<file path="src/rtl/tuser_pkg.sv">
// Shared definitions for the tuser splitter/merger pair around the SDNet core.
package tuser_pkg;

  localparam int unsigned DATA_W  = 256;
  localparam int unsigned KEEP_W  = DATA_W / 8;
  localparam int unsigned TUSER_W = 128;

  // State encoding shared with the ingress splitter; 3'b011..3'b111 behave as ST_WAIT.
  localparam logic [2:0] ST_WAIT = 3'b000;
  localparam logic [2:0] ST_HEAD = 3'b001;
  localparam logic [2:0] ST_BODY = 3'b010;

  // True while a packet may be accepted (tuple available or mid-packet).
  function automatic logic st_is_active(input logic [2:0] st);
    return (st == ST_HEAD) || (st == ST_BODY);
  endfunction

endpackage

</file>
<file path="src/rtl/tuple_fifo.sv">
// Small synchronous FIFO holding per-packet tuples until their packet's first beat arrives.
// A push while full is only accepted when a pop happens in the same cycle.
module tuple_fifo
  import tuser_pkg::*;
#(
  parameter int unsigned WIDTH = 128,
  parameter int unsigned DEPTH = 4,
  localparam int unsigned AW = (DEPTH > 1) ? $clog2(DEPTH) : 1,
  localparam int unsigned CW = AW + 1
) (
  input  logic             clk,
  input  logic             rst,
  input  logic             push,
  input  logic             pop,
  input  logic [WIDTH-1:0] wdata,
  output logic [WIDTH-1:0] rdata,
  output logic             full,
  output logic             empty,
  output logic [CW-1:0]    count
);

  logic [WIDTH-1:0] mem_q [DEPTH];
  logic [AW-1:0]    wr_ptr_q, wr_ptr_d;
  logic [AW-1:0]    rd_ptr_q, rd_ptr_d;
  logic [CW-1:0]    count_q, count_d;
  logic             do_push, do_pop;

  // Flags, qualified push/pop and pointer/count next-state.
  always_comb begin
    full     = (count_q == CW'(DEPTH));
    empty    = (count_q == '0);
    do_pop   = pop && !empty;
    do_push  = push && (!full || do_pop);
    wr_ptr_d = wr_ptr_q;
    rd_ptr_d = rd_ptr_q;
    count_d  = count_q;
    if (do_push) begin
      wr_ptr_d = (wr_ptr_q == AW'(DEPTH - 1)) ? '0 : wr_ptr_q + AW'(1);
    end
    if (do_pop) begin
      rd_ptr_d = (rd_ptr_q == AW'(DEPTH - 1)) ? '0 : rd_ptr_q + AW'(1);
    end
    count_d = count_q + CW'(do_push) - CW'(do_pop);
  end

  // Pointer and occupancy state.
  always_ff @(posedge clk or posedge rst) begin
    if (rst) begin
      wr_ptr_q <= '0;
      rd_ptr_q <= '0;
      count_q  <= '0;
    end else begin
      wr_ptr_q <= wr_ptr_d;
      rd_ptr_q <= rd_ptr_d;
      count_q  <= count_d;
    end
  end

  // Storage; contents are only read while non-empty so no reset is needed.
  always_ff @(posedge clk) begin
    if (do_push) begin
      mem_q[wr_ptr_q] <= wdata;
    end
  end

  assign rdata = mem_q[rd_ptr_q];
  assign count = count_q;

endmodule

</file>
<file path="src/rtl/tuser_out_fsm.sv">
// Re-merges the SDNet output tuple onto tuser of the first beat of the matching packet.
// Packets and tuples pair strictly in arrival order.
module tuser_out_fsm
  import tuser_pkg::*;
#(
  parameter int unsigned DATA_W      = tuser_pkg::DATA_W,
  parameter int unsigned KEEP_W      = tuser_pkg::KEEP_W,
  parameter int unsigned TUSER_W     = tuser_pkg::TUSER_W,
  parameter int unsigned TUPLE_DEPTH = 4
) (
  input  logic               tout_aclk,
  input  logic               tout_arst,
  input  logic               tout_avalid,
  output logic               tout_aready,
  input  logic [DATA_W-1:0]  tout_adata,
  input  logic [KEEP_W-1:0]  tout_akeep,
  input  logic               tout_atlast,
  input  logic               tout_tvalid,
  input  logic [TUSER_W-1:0] tout_tdata,
  output logic               tout_bvalid,
  input  logic               tout_bready,
  output logic [DATA_W-1:0]  tout_bdata,
  output logic [KEEP_W-1:0]  tout_bkeep,
  output logic               tout_btlast,
  output logic [TUSER_W-1:0] tout_btuser,
  output logic [15:0]        tout_drop_cnt,
  output logic               tout_ovf,
  output logic [2:0]         dbg_state
);

  localparam int unsigned CW = ((TUPLE_DEPTH > 1) ? $clog2(TUPLE_DEPTH) : 1) + 1;

  logic [2:0]         state_q, state_d;
  logic               bvalid_q, bvalid_d;
  logic [DATA_W-1:0]  bdata_q, bdata_d;
  logic [KEEP_W-1:0]  bkeep_q, bkeep_d;
  logic               btlast_q, btlast_d;
  logic [TUSER_W-1:0] btuser_q, btuser_d;
  logic [15:0]        drop_cnt_q, drop_cnt_d;
  logic               ovf_q, ovf_d;

  logic               fifo_full, fifo_empty;
  logic [CW-1:0]      fifo_count, count_next;
  logic [TUSER_W-1:0] fifo_rdata;
  logic               aready, xfer, is_head, pop, push_ok, drop, more_tuples;

  tuple_fifo #(
    .WIDTH (TUSER_W),
    .DEPTH (TUPLE_DEPTH)
  ) u_tuple_fifo (
    .clk   (tout_aclk),
    .rst   (tout_arst),
    .push  (tout_tvalid),
    .pop   (pop),
    .wdata (tout_tdata),
    .rdata (fifo_rdata),
    .full  (fifo_full),
    .empty (fifo_empty),
    .count (fifo_count)
  );

  // Ready, transfer qualification and tuple bookkeeping; ready never looks at tout_avalid.
  always_comb begin
    aready  = st_is_active(state_q) && (!bvalid_q || tout_bready);
    xfer    = tout_avalid && aready;
    is_head = (state_q == ST_HEAD);
    pop     = xfer && is_head && !fifo_empty;
    push_ok = tout_tvalid && (!fifo_full || pop);
    drop    = tout_tvalid && !push_ok;
    // Occupancy after this cycle's pop and push decides HEAD vs WAIT.
    count_next  = fifo_count - CW'(pop) + CW'(push_ok);
    more_tuples = (count_next != '0);
  end

  // Next-state logic; unused encodings fall back to WAIT behaviour.
  always_comb begin
    state_d = state_q;
    case (state_q)
      ST_HEAD, ST_BODY: begin
        if (xfer) begin
          if (tout_atlast) begin
            state_d = more_tuples ? ST_HEAD : ST_WAIT;
          end else begin
            state_d = ST_BODY;
          end
        end
      end
      default: begin
        state_d = more_tuples ? ST_HEAD : ST_WAIT;
      end
    endcase
  end

  // Output register next-state: load on transfer, drop valid once consumed, else hold.
  always_comb begin
    bvalid_d = bvalid_q;
    bdata_d  = bdata_q;
    bkeep_d  = bkeep_q;
    btlast_d = btlast_q;
    btuser_d = btuser_q;
    if (xfer) begin
      bvalid_d = 1'b1;
      bdata_d  = tout_adata;
      bkeep_d  = tout_akeep;
      btlast_d = tout_atlast;
      btuser_d = is_head ? fifo_rdata : '0;
    end else if (tout_bready) begin
      bvalid_d = 1'b0;
    end
  end

  // Saturating drop counter and sticky overflow flag.
  always_comb begin
    drop_cnt_d = drop_cnt_q;
    if (drop && (drop_cnt_q != 16'hFFFF)) begin
      drop_cnt_d = drop_cnt_q + 16'd1;
    end
    ovf_d = ovf_q | drop;
  end

  // All state registers; reset clears every output immediately.
  always_ff @(posedge tout_aclk or posedge tout_arst) begin
    if (tout_arst) begin
      state_q    <= ST_WAIT;
      bvalid_q   <= 1'b0;
      bdata_q    <= '0;
      bkeep_q    <= '0;
      btlast_q   <= 1'b0;
      btuser_q   <= '0;
      drop_cnt_q <= '0;
      ovf_q      <= 1'b0;
    end else begin
      state_q    <= state_d;
      bvalid_q   <= bvalid_d;
      bdata_q    <= bdata_d;
      bkeep_q    <= bkeep_d;
      btlast_q   <= btlast_d;
      btuser_q   <= btuser_d;
      drop_cnt_q <= drop_cnt_d;
      ovf_q      <= ovf_d;
    end
  end

  assign tout_aready   = aready;
  assign tout_bvalid   = bvalid_q;
  assign tout_bdata    = bdata_q;
  assign tout_bkeep    = bkeep_q;
  assign tout_btlast   = btlast_q;
  assign tout_btuser   = btuser_q;
  assign tout_drop_cnt = drop_cnt_q;
  assign tout_ovf      = ovf_q;
  assign dbg_state     = state_q;

endmodule
</file>
<file path="config.mk">
export PLATFORM = sky130hd
export DESIGN_NAME = tuser_out_fsm
export DESIGN_NICKNAME = d
export VERILOG_FILES = /design/src/rtl/tuser_pkg.sv /design/src/rtl/tuple_fifo.sv /design/src/rtl/tuser_out_fsm.sv
export SDC_FILE = /design/constraint.sdc
export NUM_CORES = 1
export LEC_CHECK = 0
export ABC_AREA = 0
export BUFFER_PORTS_ARGS = -buffer_cell sky130_fd_sc_hd__buf_4
export CAP_MARGIN = 10
export CORE_AREA = 2 2 338 340
export CTS_BUF_LIST = sky130_fd_sc_hd__clkbuf_16
export DETAILED_ROUTE_END_ITERATION = 10
export DIE_AREA = 0 0 340 342
export PLACE_DENSITY = 0.57
export SLEW_MARGIN = 20
export SYNTH_ARGS = -nofsm -noshare
export SYNTH_HDL_FRONTEND = slang
export SYNTH_SLANG_ARGS = --single-unit
</file>
<file path="constraint.sdc">
create_clock -name tout_aclk -period 25.2 [get_ports tout_aclk]
set_clock_uncertainty 0.1 [all_clocks]
set_input_delay 0 -clock tout_aclk [delete_from_list [all_inputs] [get_ports tout_aclk]]
set_output_delay 0 -clock tout_aclk [all_outputs]
set_load 0.02 [all_outputs]
</file>
### Word-level counts from Yosys, hierarchy flattened

Memories as Yosys holds them, arrays and structs flattened.
Cells that the tools add are included.

* muxes and demuxes: 11
* eq/ne operators: 7
* add/subtract/negate cells: 7
* bitwise logic cells: 1
* reductions and logical operators: 21

Operators with widths (count)
* $mux W128: 1
* $add A16 B1 Y16 const B: 1
* $ne A16 B16 Y1 const B: 1
* $logic_and A1 B1 Y1: 9
* $add A3 B1 Y3: 2
* $mux W2: 3
* $mux W3: 2
* $sub A3 B1 Y3: 2
* $mux W1: 5
* $add A2 B1 Y2 const B: 2
* $eq A2 B2 Y1 const B: 2
* $logic_not A1 Y1: 4
* $logic_or A1 B1 Y1: 4
* $eq A3 B1 Y1 const B: 1
* $eq A3 B2 Y1 const B: 1
* $eq A3 B3 Y1 const B: 1
* $logic_not A3 Y1: 1
* $reduce_bool A3 Y1: 1
* $ne A2 B2 Y1 const B: 1
* $reduce_bool A2 Y1: 1
* $reduce_or A2 Y1: 1
* $or A1 B1 Y1: 1

* bits in writable memories: 512
* output and inout port bits: 439
* input bits: 422
* word-level logic and storage cells: 59
* register bits after elaboration: 445
* memories kept: 1

Memories
* u_tuple_fifo.mem_q: depth 4, width 128, rd ports 1, clocked after Yosys merged registers in 0, wr ports 1, RTL line tuple_fifo.sv:22 `logic [WIDTH-1:0] mem_q [DEPTH];`

### Longest topological paths before layout

Gate-level depths: netlist of run 1.

* depth after elaboration: 14
* mapped depth: 14

### By module

From an unflattened synthesis of run 1, not the netlist that was laid out.

* cells, all modules: 2592
* area, all modules: 35854.4 µm²

By module, submodules not included
* tuple_fifo: seq. area each 15549.9 µm², cells an instance 706, times used 1, area an instance 18913.1 µm²
* tuser_out_fsm: seq. area each 10935.5 µm², cells an instance 1886, times used 1, area an instance 16941.2 µm²

### Worst setup path after synthesis of run 1

Ideal clock, no wire load.

* path kind: register -> register
* start: register state_q[1], in the netlist dbg_state[1]
* end: memory u_tuple_fifo.mem_q[0][0] (enable)
* arrival: 4.495 ns
* library setup time: 0.503 ns
* stages on the path, launching flop included: 7
* data required time: 24.597 ns
* slack: 20.103 ns
* cell sequence: dfrtp_1 > inv_1 > ha_1 > nand2b_1 > nor3_2 > o21a_1 > and2_1

* cells in the longest elaborated chain, start to end: 11
* elaborated cells on any way between the ends: 12
* those cells by class: eq/ne (2); mux (2); reduce/logical (8)

Ends and longest elaborated chain
* from (decl): RTL line tuser_out_fsm.sv:33 `logic [2:0] state_q, state_d;`
* from (signal assigned): RTL line tuser_out_fsm.sv:133 `state_q <= state_d;`
* $eq A3 B1 Y1 or $eq A3 B2 Y1 (tied branches): RTL line tuser_pkg.sv:15, tuser_out_fsm.sv:66
* $logic_or A1 B1 Y1: RTL line tuser_pkg.sv:15 `return (st == ST_HEAD) || (st == ST_BODY);`
* $logic_and A1 B1 Y1: RTL line tuser_out_fsm.sv:64 `aready = st_is_active(state_q) && (!bvalid_q || tout_bready);`
* $logic_and A1 B1 Y1: RTL line tuser_out_fsm.sv:65 `xfer = tout_avalid && aready;`
* $logic_and A1 B1 Y1 * (2 in a row): RTL line tuser_out_fsm.sv:67 `pop = xfer && is_head && !fifo_empty;`
* $logic_and A1 B1 Y1 *: RTL line tuple_fifo.sv:32 `do_pop = pop && !empty;`
* $logic_or A1 B1 Y1 *: RTL line tuple_fifo.sv:33 `do_push = push && (!full || do_pop);`
* $logic_and A1 B1 Y1 *: RTL line tuple_fifo.sv:33
* named net u_tuple_fifo.do_push: RTL line tuple_fifo.sv:26 `logic do_push, do_pop;`
* $mux W1 *: RTL line tuple_fifo.sv:61 `if (do_push) begin`
* $mux W1 (implied by the code) *: RTL line tuple_fifo.sv:62 `mem_q[wr_ptr_q] <= wdata;`
* to (decl): RTL line tuple_fifo.sv:22

Mark *: on every way through the listed nets, which the timed path passes. The rest lies on a longest branch.

### Worst setup path after layout of run 1

* start: register state_q[0], in the netlist dbg_state[0]
* end: memory u_tuple_fifo.mem_q[2][11] (enable)

Same word-level chain as after synthesis.

==> out/metrics.cfg, run 1 <==
[cells_and_area]
final_cell_area_sq_um = 54900
utilization = 0.486
fillers = 9575
nets = 4443
syn_to_final_growth_pct = 56.0
drive_above_1_share = 0.289
stdcell_count = 5615

[sta]
tns_ns = 0
slew_headroom = 0.277
min_period_over_period = 0.165
setup_viol = 0
min_period_ns = 4.17
holdWs_ns = 0.0310
hold_viol = 0
setup_slack_ns = 21.03
rsz0062_at_grt = no
fmax_mhz = 240
slew_violations = 0
max_slew.worst_pin.slew_ns = 1.08

[floorplan]
fp.coreArea_sq_um = 113000
pin_count = 861
dieArea_sq_um = 116000
num_rows = 124
die_w_microns = 340
die_h_microns = 342
start_util = 0.311

[critical_path]
r2r-start = dbg_state[0]$_DFFE_PP0P_
crit_slowest_cell = buf_4
path_cells = ha_1 > nand2b_1 > nor3_4 > o21a_1 > and2_4 > buf_4 > buf_4
end_kind = flop
path_depth = 7
cp-start-kind = flop
path_delay_family = buffers and inverters
path_max_fanout = 56
startpoint = dbg_state[0]$_DFFE_PP0P_
path_buf_inv = 2
crit_arrival_ns = 4.39
cp_common_cell = buf_4
cp.required_ns = 25.42
path_class = reg -> reg
cp_slowest_stage_delay_ns = 0.79
r2r_cells = 7

[placed_design]
dp_hpwl_microns = 70800
dp_worst_setup_slack_ns = 20.88
dpl.cell_count = 4590
io_buffers = 859
routabilityCongestion = 0.861
place_area_sq_um = 43200

[hold_path]
hold_class = in -> reg
worst_hold_startpoint = tout_atlast
worstHoldPathCells = 4

[global_routing]
gr-total-overflow = 0
grt_max_degree = 179
grt.total_usage = 0.193
grt_pass1_wl_microns = 171000
grt_antenna_before_repair = 19
grt_pass1_vias = 27200

[clocking]
clk_latency_ns = 0.69
htreeDepth = 3
clkSlewWorstSetupHoldPaths_ns = 0.06
cts_buffers = 102
cts-root-buf = clkbuf_16
cts_tree = done
clkSinkCount = 956
postCtsSetupRepairBufs = 0
clockBufferDepth = 3

[logic_synthesis]
synth_common_cells = nand2_1 (871), edfxtp_1 (512), dfrtp_1 (444)
syn_nets = 2749
synth_cell_types = 41
synth_edf_count = 512
synth-seq-area-share = 0.752
ys_ff_latch = 956
postSynthAreaPerCell_sq_um = 15.2
syn_area_sq_um = 35200
netlist.area_leader.share = 0.437
synth_warnings = 0
syn_inst = 2315
yosys_most_used_dff = edfxtp_1
synth.most_common_cell = nand2_1
async_flop_share = 0.464
netlist_top_cells_area = edfxtp_1 (44%), dfrtp_1 (32%), nand2_1 (9.3%)
yosysTopAreaCell = edfxtp_1

[power_and_ir_drop]
p_per_area_nw_per_um2 = 113
ir_drop_mv = 0.111
leakage_nw = 24.0
p_total_mw = 6.22

[detailed_routing]
postRouteAntennaNets = 0
route.detailed.drc = 0
wl_per_cell_microns = 20.6
via_per_inst = 4.58
totalWireLength_microns = 116000
drt_iter0_drc = 1438
vias = 25700
dr.pass1.iters = 6

[job]
maxCapViolCount = 0

[run_status]
status = completed

==> power by group <==
group | internal, mW | switching, mW
registers | 2.15 | 0.243
logic | 0.951 | 1.36
clock network | 0.874 | 0.640
==> routing by layer <==
metal  vias to the layer above  track usage  wire length (microns)
li1                      11600            -                      -
met1                     12800        0.227                  44100
met2                       918        0.309                  54400
met3                       335       0.0584                   8540
met4                        24        0.125                   8360
met5                         -            0                    162
==> worst paths after layout <==
path / end / slack (ns)
setup / recovery: u_tuple_fifo.mem_q[2][11]$_DFFE_PP_ / 21.03
hold / removal: tout_btlast$_DFFE_PP0P_ / 0.03
setup reg to reg: u_tuple_fifo.mem_q[2][11]$_DFFE_PP_ / 21.03
hold reg to reg: tout_ovf$_DFF_PP0_ / 0.37
max in group asynchronous: tout_bkeep[26]$_DFFE_PP0P_ / 21.66
min in group asynchronous: tout_bdata[137]$_DFFE_PP0P_ / 0.50
==> cell usage in the layout (no fill, tap or decap), types with 14 or more instances in the layout <==
master and n:
buf_4 886, nand2_1 871, dlygate4sd3_1 826, edfxtp_1 512
dfrtp_1 442, mux4_2 128, a22o_1 128, clkbuf_16 104
inv_1 35, clkinv_1 20, clkinv_2 14
==> cell families (layout without fill, tap and decap cells) <==
kind of cell,Yosys count,count (layout),synth area share
DFF,956,956,0.752
and+or+nand+nor,924,924,0.103
AOI/OAI and AO/OA,136,136,0.0335
buffers and inverters,135,1914,0.0185
muxes,133,133,0.0835
xor gates and xnor gates,18,18,0.00487
adders and majority gates,12,12,0.00469
other,1,10,0.000106
==> sequential cells by signal, summed over array words and instances, names as in the netlist, 2 cells and up <==
name                   count
dbg_state                  2
tout_bdata               256
tout_bkeep                32
tout_btuser              128
tout_drop_cnt             16
u_tuple_fifo.count         3
u_tuple_fifo.mem_q       512
u_tuple_fifo.rd_ptr_q      2
u_tuple_fifo.wr_ptr_q      2
==> tightest hold or removal path, stage by stage <==
cell,delay [ns]
dlygate4sd3_1,0.53
buf_4,0.11
nand2_1,0.06
nand2_1,0.06
==> area by class of cell <==
cell class	count	area [sq um]	area share
clock inverters	85	785	0.0143
multi-input cells	1224	8120	0.148
flip-flops and latches	956	26500	0.482
clock buffers	104	2600	0.0474
well taps	1512	1890	0.0344
repair buffers	1715	15000	0.273
inverters	10	45.0	0.000820
diodes	9	22.5	0.000410
==> repair_timing <==
item,CTS,global route
gates resized for setup,0,0
hold buffers,826,0
hold endpoints to repair,876,0
Power figures use the tool's default switching activity.
==> run 2, diff against run 1 <==
==> constraint.sdc (replaced) <==
create_clock -name tout_aclk -period 4.1 [get_ports tout_aclk]
set_clock_uncertainty 0.1 [all_clocks]
set_input_delay 0 -clock tout_aclk [delete_from_list [all_inputs] [get_ports tout_aclk]]
set_output_delay 0 -clock tout_aclk [all_outputs]
set_load 0.02 [all_outputs]
==> run 2 against run 1 <==
Compared with the run above:
- routed wire length barely moved
- largest cell class unchanged
- final area is 0.74% higher
- critical path depth unchanged
- register-to-register slack got worse by 20 ns
- non-clock buffer count up 34
- sequential power rose to 6.2 times the previous value
- combinational power rose to 6.3 times the previous value
==> out/metrics.cfg, run 2 (synthesized netlist as in run 1, its figures left out) <==
[sta]
fmax_mhz = 290
rsz0062_at_grt = no
min_period_over_period = 0.842
slew_violations = 0
hold_viol = 0
slew_headroom = 0.450
setup_viol = 0
setup_slack_ns = 0.647
min_period_ns = 3.45
max_slew.worst_pin.slew_ns = 0.824

[cells_and_area]
layout_common_cells = buf_4 (903), nand2_1 (871), dlygate4sd3_1 (825), edfxtp_1 (512), dfrtp_1 (442)
regMostFlops = u_tuple_fifo.mem_q
syn_to_final_growth_pct = 57.2
largest_reg_flops = 512
drive_above_1_share = 0.295
final_cell_area_sq_um = 55300
layout_commonest_cell = buf_4
nets = 4475
stdcell_count = 5648

[power_and_ir_drop]
ir_drop_mv = 0.369
leakage_nw = 24.2
p_int_mw = 24.6
swShare = 0.360
pwr-share-seq = 0.382
switchingPower_mw = 13.9
p_per_area_nw_per_um2 = 695
comb_power_share = 0.380
clockPowerShare = 0.237

[critical_path]
rrSetupSlack_ns = 0.65
cp.required_ns = 4.37
r2r_cells = 7
path_class = reg -> reg
worstSetupEndpoint = u_tuple_fifo.mem_q[3][7]$_DFFE_PP_
crit_arrival_ns = 3.72
end_kind = flop
cp-start-kind = flop
r2r-end = u_tuple_fifo.mem_q[3][7]$_DFFE_PP_
startpoint = dbg_state[0]$_DFFE_PP0P_
r2r-start = dbg_state[0]$_DFFE_PP0P_
path_max_fanout = 130

[global_routing]
grt_pass1_vias = 27200
gr-total-overflow = 0
grt_pass1_wl_microns = 172000
grt_antenna_before_repair = 22
grt_max_degree = 131
grt.total_usage = 0.193

[clocking]
cts_tree = done
cts_buffers = 100
clockBufferDepth = 3
clk_latency_ns = 0.70
clkSlewWorstSetupHoldPaths_ns = 0.06
ctsResizeCount = 0
cts-root-buf = clkbuf_16
htreeDepth = 3
clkSinkCount = 956

[floorplan]
pin_count = 861
die_w_microns = 340
dieArea_sq_um = 116000
die_h_microns = 342
num_rows = 124
start_util = 0.311
fp.coreArea_sq_um = 113000

[hold_path]
hold_class = in -> reg

[placed_design]
dpl.cell_count = 4626
dp_worst_setup_slack_ns = 0.421
io_buffers = 859
place_area_sq_um = 43700
dp_hpwl_microns = 75300
routabilityCongestion = 0.878

[detailed_routing]
drt_iter0_drc = 1486
totalWireLength_microns = 115000
wl_per_cell_microns = 20.4
vias = 25900
postRouteAntennaNets = 0
via_per_inst = 4.58
dr.pass1.iters = 5
route.detailed.drc = 0

[job]
maxCapViolCount = 0

[run_status]
status = completed

==> run 2: changes by cell type in the layout (fill, tap and decap cells not counted), moves of 3 or more <==
cell	delta
buf_12	+20
buf_4	+17
clkbuf_16	-4
clkinv_1	-4
clkinv_2	+6
diode_2	+5
inv_1	-3
==> run 2: how the worst min path moves through the flow <==
stage	from	endpoint	cells after the start
global placement	tout_arst	tout_bdata[44]$_DFFE_PP0P_	2
floorplan	tout_tdata[0]	u_tuple_fifo.mem_q[0][0]$_DFFE_PP_	0
CTS	tout_akeep[2]	tout_bkeep[2]$_DFFE_PP0P_	4
finish	tout_akeep[8]	tout_bkeep[8]$_DFFE_PP0P_	4
global route	tout_akeep[8]	tout_bkeep[8]$_DFFE_PP0P_	4
detailed placement	tout_arst	tout_bdata[47]$_DFFE_PP0P_	2
==> run 2: worst max-delay path, stage by stage, from the launching register on <==
cell and delay [ns]:
dfrtp_1 0.41, ha_1 0.36, nand2b_1 0.30, nor3_4 0.24, buf_12 0.42, o21a_1 0.47, and2_4 0.50, buf_4 0.36
==> run 2: area by class of cell <==
class                   instances  area, sq um
inverters                      10         41.3
clock inverters                83          810
fillers                      9521        57800
flip-flops and latches        956        26500
well taps                    1512         1890
multi-input cells            1224         8110
repair buffers               1749        15500
clock buffers                 100         2500
diodes                         14         35.0
==> run 2: per-stage QoR <==
stage	TNS (ns)	power, mW	hold slack [ns]	util
3_3_place_gp	0	28.6	0.0887	0.387
6_report	0	38.5	0.0370	0.489
2_1_floorplan	-888.53	22.4	-0.00113	-
5_1_grt	0	40.3	0.0174	0.489
3_5_place_dp	0	28.7	0.0935	0.387
4_1_cts	0	38.7	0.000280	0.489
==> run 2: timing repair <==
action,4_1_cts,5_1_grt
buffers inserted,0,0
hold endpoints to repair,1040,0
hold buffers,825,0
==> run 2: power by group through the flow <==
| stage | Combinational, mW | Sequential, mW | Clock [mW] |
|---|---|---|---|
| after floorplan | 5.66 | 16.7 | 0 |
| after global placement | 13.9 | 14.8 | 0 |
| after detailed placement | 13.9 | 14.8 | 0 |
| after CTS | 14.7 | 14.6 | 9.37 |
| after global routing | 15.6 | 15.0 | 9.74 |
| final | 14.6 | 14.7 | 9.13 |
==> run 2: routing by layer <==
layer	global-route usage	up-vias	share of wire
li1	-	11700	-
met1	0.243	12900	0.41
met2	0.318	950	0.48
met3	0.0408	280	0.060
met4	0.0948	18	0.052
met5	0	-	0.00094
==> run 3, diff against run 2 <==
==> constraint.sdc (replaced) <==
create_clock -name tout_aclk -period 3.6 [get_ports tout_aclk]
set_clock_uncertainty 0.1 [all_clocks]
set_input_delay 0 -clock tout_aclk [delete_from_list [all_inputs] [get_ports tout_aclk]]
set_output_delay 0 -clock tout_aclk [all_outputs]
set_load 0.02 [all_outputs]
==> run 3 against run 2 <==
Compared with the run above:
- cell count rose by 0.23%
- maximum frequency rose by 7.6%
- sequential power rose by 15%
- critical path depth rose by 6
- core utilization barely moved
- routed wire length rose by 3.8%
- global-route usage rose by 0.71 points
- critical path type unchanged
==> out/metrics.cfg, run 3 (synthesized netlist as in run 1, its figures left out) <==
[sta]
rsz0062_at_grt = no
min_period_ns = 3.21
slew_headroom = 0.377
slew_violations = 0
hold_viol = 0
setup_viol = 0
fmax_mhz = 312
min_period_over_period = 0.891
tns_ns = 0
max_slew.worst_pin.slew_ns = 0.934

[clocking]
clockBufferDepth = 3
cts_hold_buf = 825
cts_buffers = 101
htreeDepth = 3
ctsResizeCount = 0
postCtsSetupRepairBufs = 0
cts_tree = done
clk_latency_ns = 0.68
cts-root-buf = clkbuf_16
clkSlewWorstSetupHoldPaths_ns = 0.07
clkSinkCount = 956

[placed_design]
dp_hpwl_microns = 76600
place_area_sq_um = 43800
routabilityCongestion = 0.871
io_buffers = 859

[cells_and_area]
fillers = 9477
layout_common_cells = buf_4 (901), nand2_1 (871), dlygate4sd3_1 (825), edfxtp_1 (512), dfrtp_1 (442)
final_cell_area_sq_um = 55300
syn_to_final_growth_pct = 57.2
layout_commonest_cell = buf_4
drive_above_1_share = 0.292
regMostFlops = u_tuple_fifo.mem_q
nets = 4480
largest_reg_flops = 512

[floorplan]
die_w_microns = 340
pin_count = 861
die_h_microns = 342
dieArea_sq_um = 116000
fp.coreArea_sq_um = 113000
start_util = 0.311
num_rows = 124

[detailed_routing]
via_per_inst = 4.63
postRouteAntennaNets = 0
wl_per_cell_microns = 21.2
totalWireLength_microns = 120000
vias = 26200
route.detailed.drc = 0
dr.pass1.iters = 5
drt_iter0_drc = 1691

[power_and_ir_drop]
leakage_nw = 24.2
p_int_mw = 27.8
ir_drop_mv = 0.500
swShare = 0.365
p_per_area_nw_per_um2 = 791
pwr-share-seq = 0.386
switchingPower_mw = 16.0
comb_power_share = 0.385
clockPowerShare = 0.229

[hold_path]
hold_class = in -> reg

[critical_path]
cp_common_cell = ha_1
crit_arrival_ns = 3.65
cp_slowest_stage_delay_ns = 0.43
path_cells = ha_1 > nand2b_1 > nor3_4 > o31ai_1 > inv_1 > ha_1 > inv_1 > ha_1 > fa_1 > xnor3_1 > nor3_1 > a211o_1 > o21ai_0
cp.required_ns = 4.05
end_kind = flop
crit_slowest_cell = fa_1
cp-start-kind = flop
path_class = reg -> reg
path_max_fanout = 5

[job]
maxCapViolCount = 0

[global_routing]
grt_pass1_vias = 27400
grt.total_usage = 0.200
grt_pass1_wl_microns = 178000
grt_max_degree = 129
grt_antenna_before_repair = 21
gr-total-overflow = 0

[run_status]
status = completed

run 3: changes by cell type in the layout (fill, tap and decap cells not counted), sizes merged:
cell / change
bufinv: -6
inv: +6
clkinv: +5
buf: +4
clkbuf: +3
diode: +2
clkinvlp: -1
run 3: power by group through the flow:
stage                     Combinational (mW)  Clock [mW]  Sequential, mW
after CTS                               16.9        10.3            16.8
final                                   16.8        10.0            16.9
after floorplan                         6.46           0            19.0
after detailed placement                16.0           0            17.0
after global placement                  15.9           0            16.9
after global routing                    17.9        10.7            17.2
run 3: cell type report:
class	count	area [sq um]	share of cell area
clock buffers	103	2580	0.0466
well taps	1512	1890	0.0342
flip-flops and latches	956	26500	0.479
clock inverters	87	619	0.0112
multi-input cells	1224	8110	0.147
diodes	16	40.0	0.000724
repair buffers	1753	15600	0.281
inverters	10	41.3	0.000746
run 3: metal layers:
metal / vias up / wire, microns / GRT usage
met3: 266 / 8260 / 0.0473
li1: 11700 / - / -
met5: - / 101 / 0
met2: 1038 / 58100 / 0.336
met4: 16 / 6690 / 0.0962
met1: 13200 / 46600 / 0.244
run 3: final timing paths:
check / cells past startpoint / from / to / slack, ns
max: 13 / dbg_state[0]$_DFFE_PP0P_ / dbg_state[0]$_DFFE_PP0P_ / 0.39
min: 4 / tout_atlast / tout_btlast$_DFFE_PP0P_ / 0.05
max reg2reg: 13 / dbg_state[0]$_DFFE_PP0P_ / dbg_state[0]$_DFFE_PP0P_ / 0.39
min reg2reg: 1 / tout_ovf$_DFF_PP0_ / tout_ovf$_DFF_PP0_ / 0.37
max in group asynchronous: 5 / tout_arst / u_tuple_fifo.rd_ptr_q[0]$_DFFE_PP0P_ / 1.84
min in group asynchronous: 4 / tout_arst / tout_bkeep[3]$_DFFE_PP0P_ / 0.53
run 3: stage by stage:
step           setup WS, ns  total power, mW  cells   util  hold slack, ns
3_5_place_dp          0.383             32.9   4630  0.388          0.0895
3_3_place_gp          0.338             32.8   4630  0.388          0.0739
4_1_cts               0.363             44.0   5645  0.489       0.0000923
2_1_floorplan         -2.50             25.5   2315      -        -0.00113
5_1_grt               0.154             45.8   5653  0.489          0.0254
6_report              0.392             43.8   5661  0.489          0.0535
run 3: critical path, delay by kind of cell, from the launching register on:
kind | cells | cell delay (ns)
and+or+nand+nor | 3 | 0.66
DFF | 1 | 0.40
xor gates and xnor gates | 1 | 0.34
adders and majority gates | 4 | 1.10
AOI/OAI and AO/OA | 3 | 0.36
buffers and inverters | 2 | 0.13
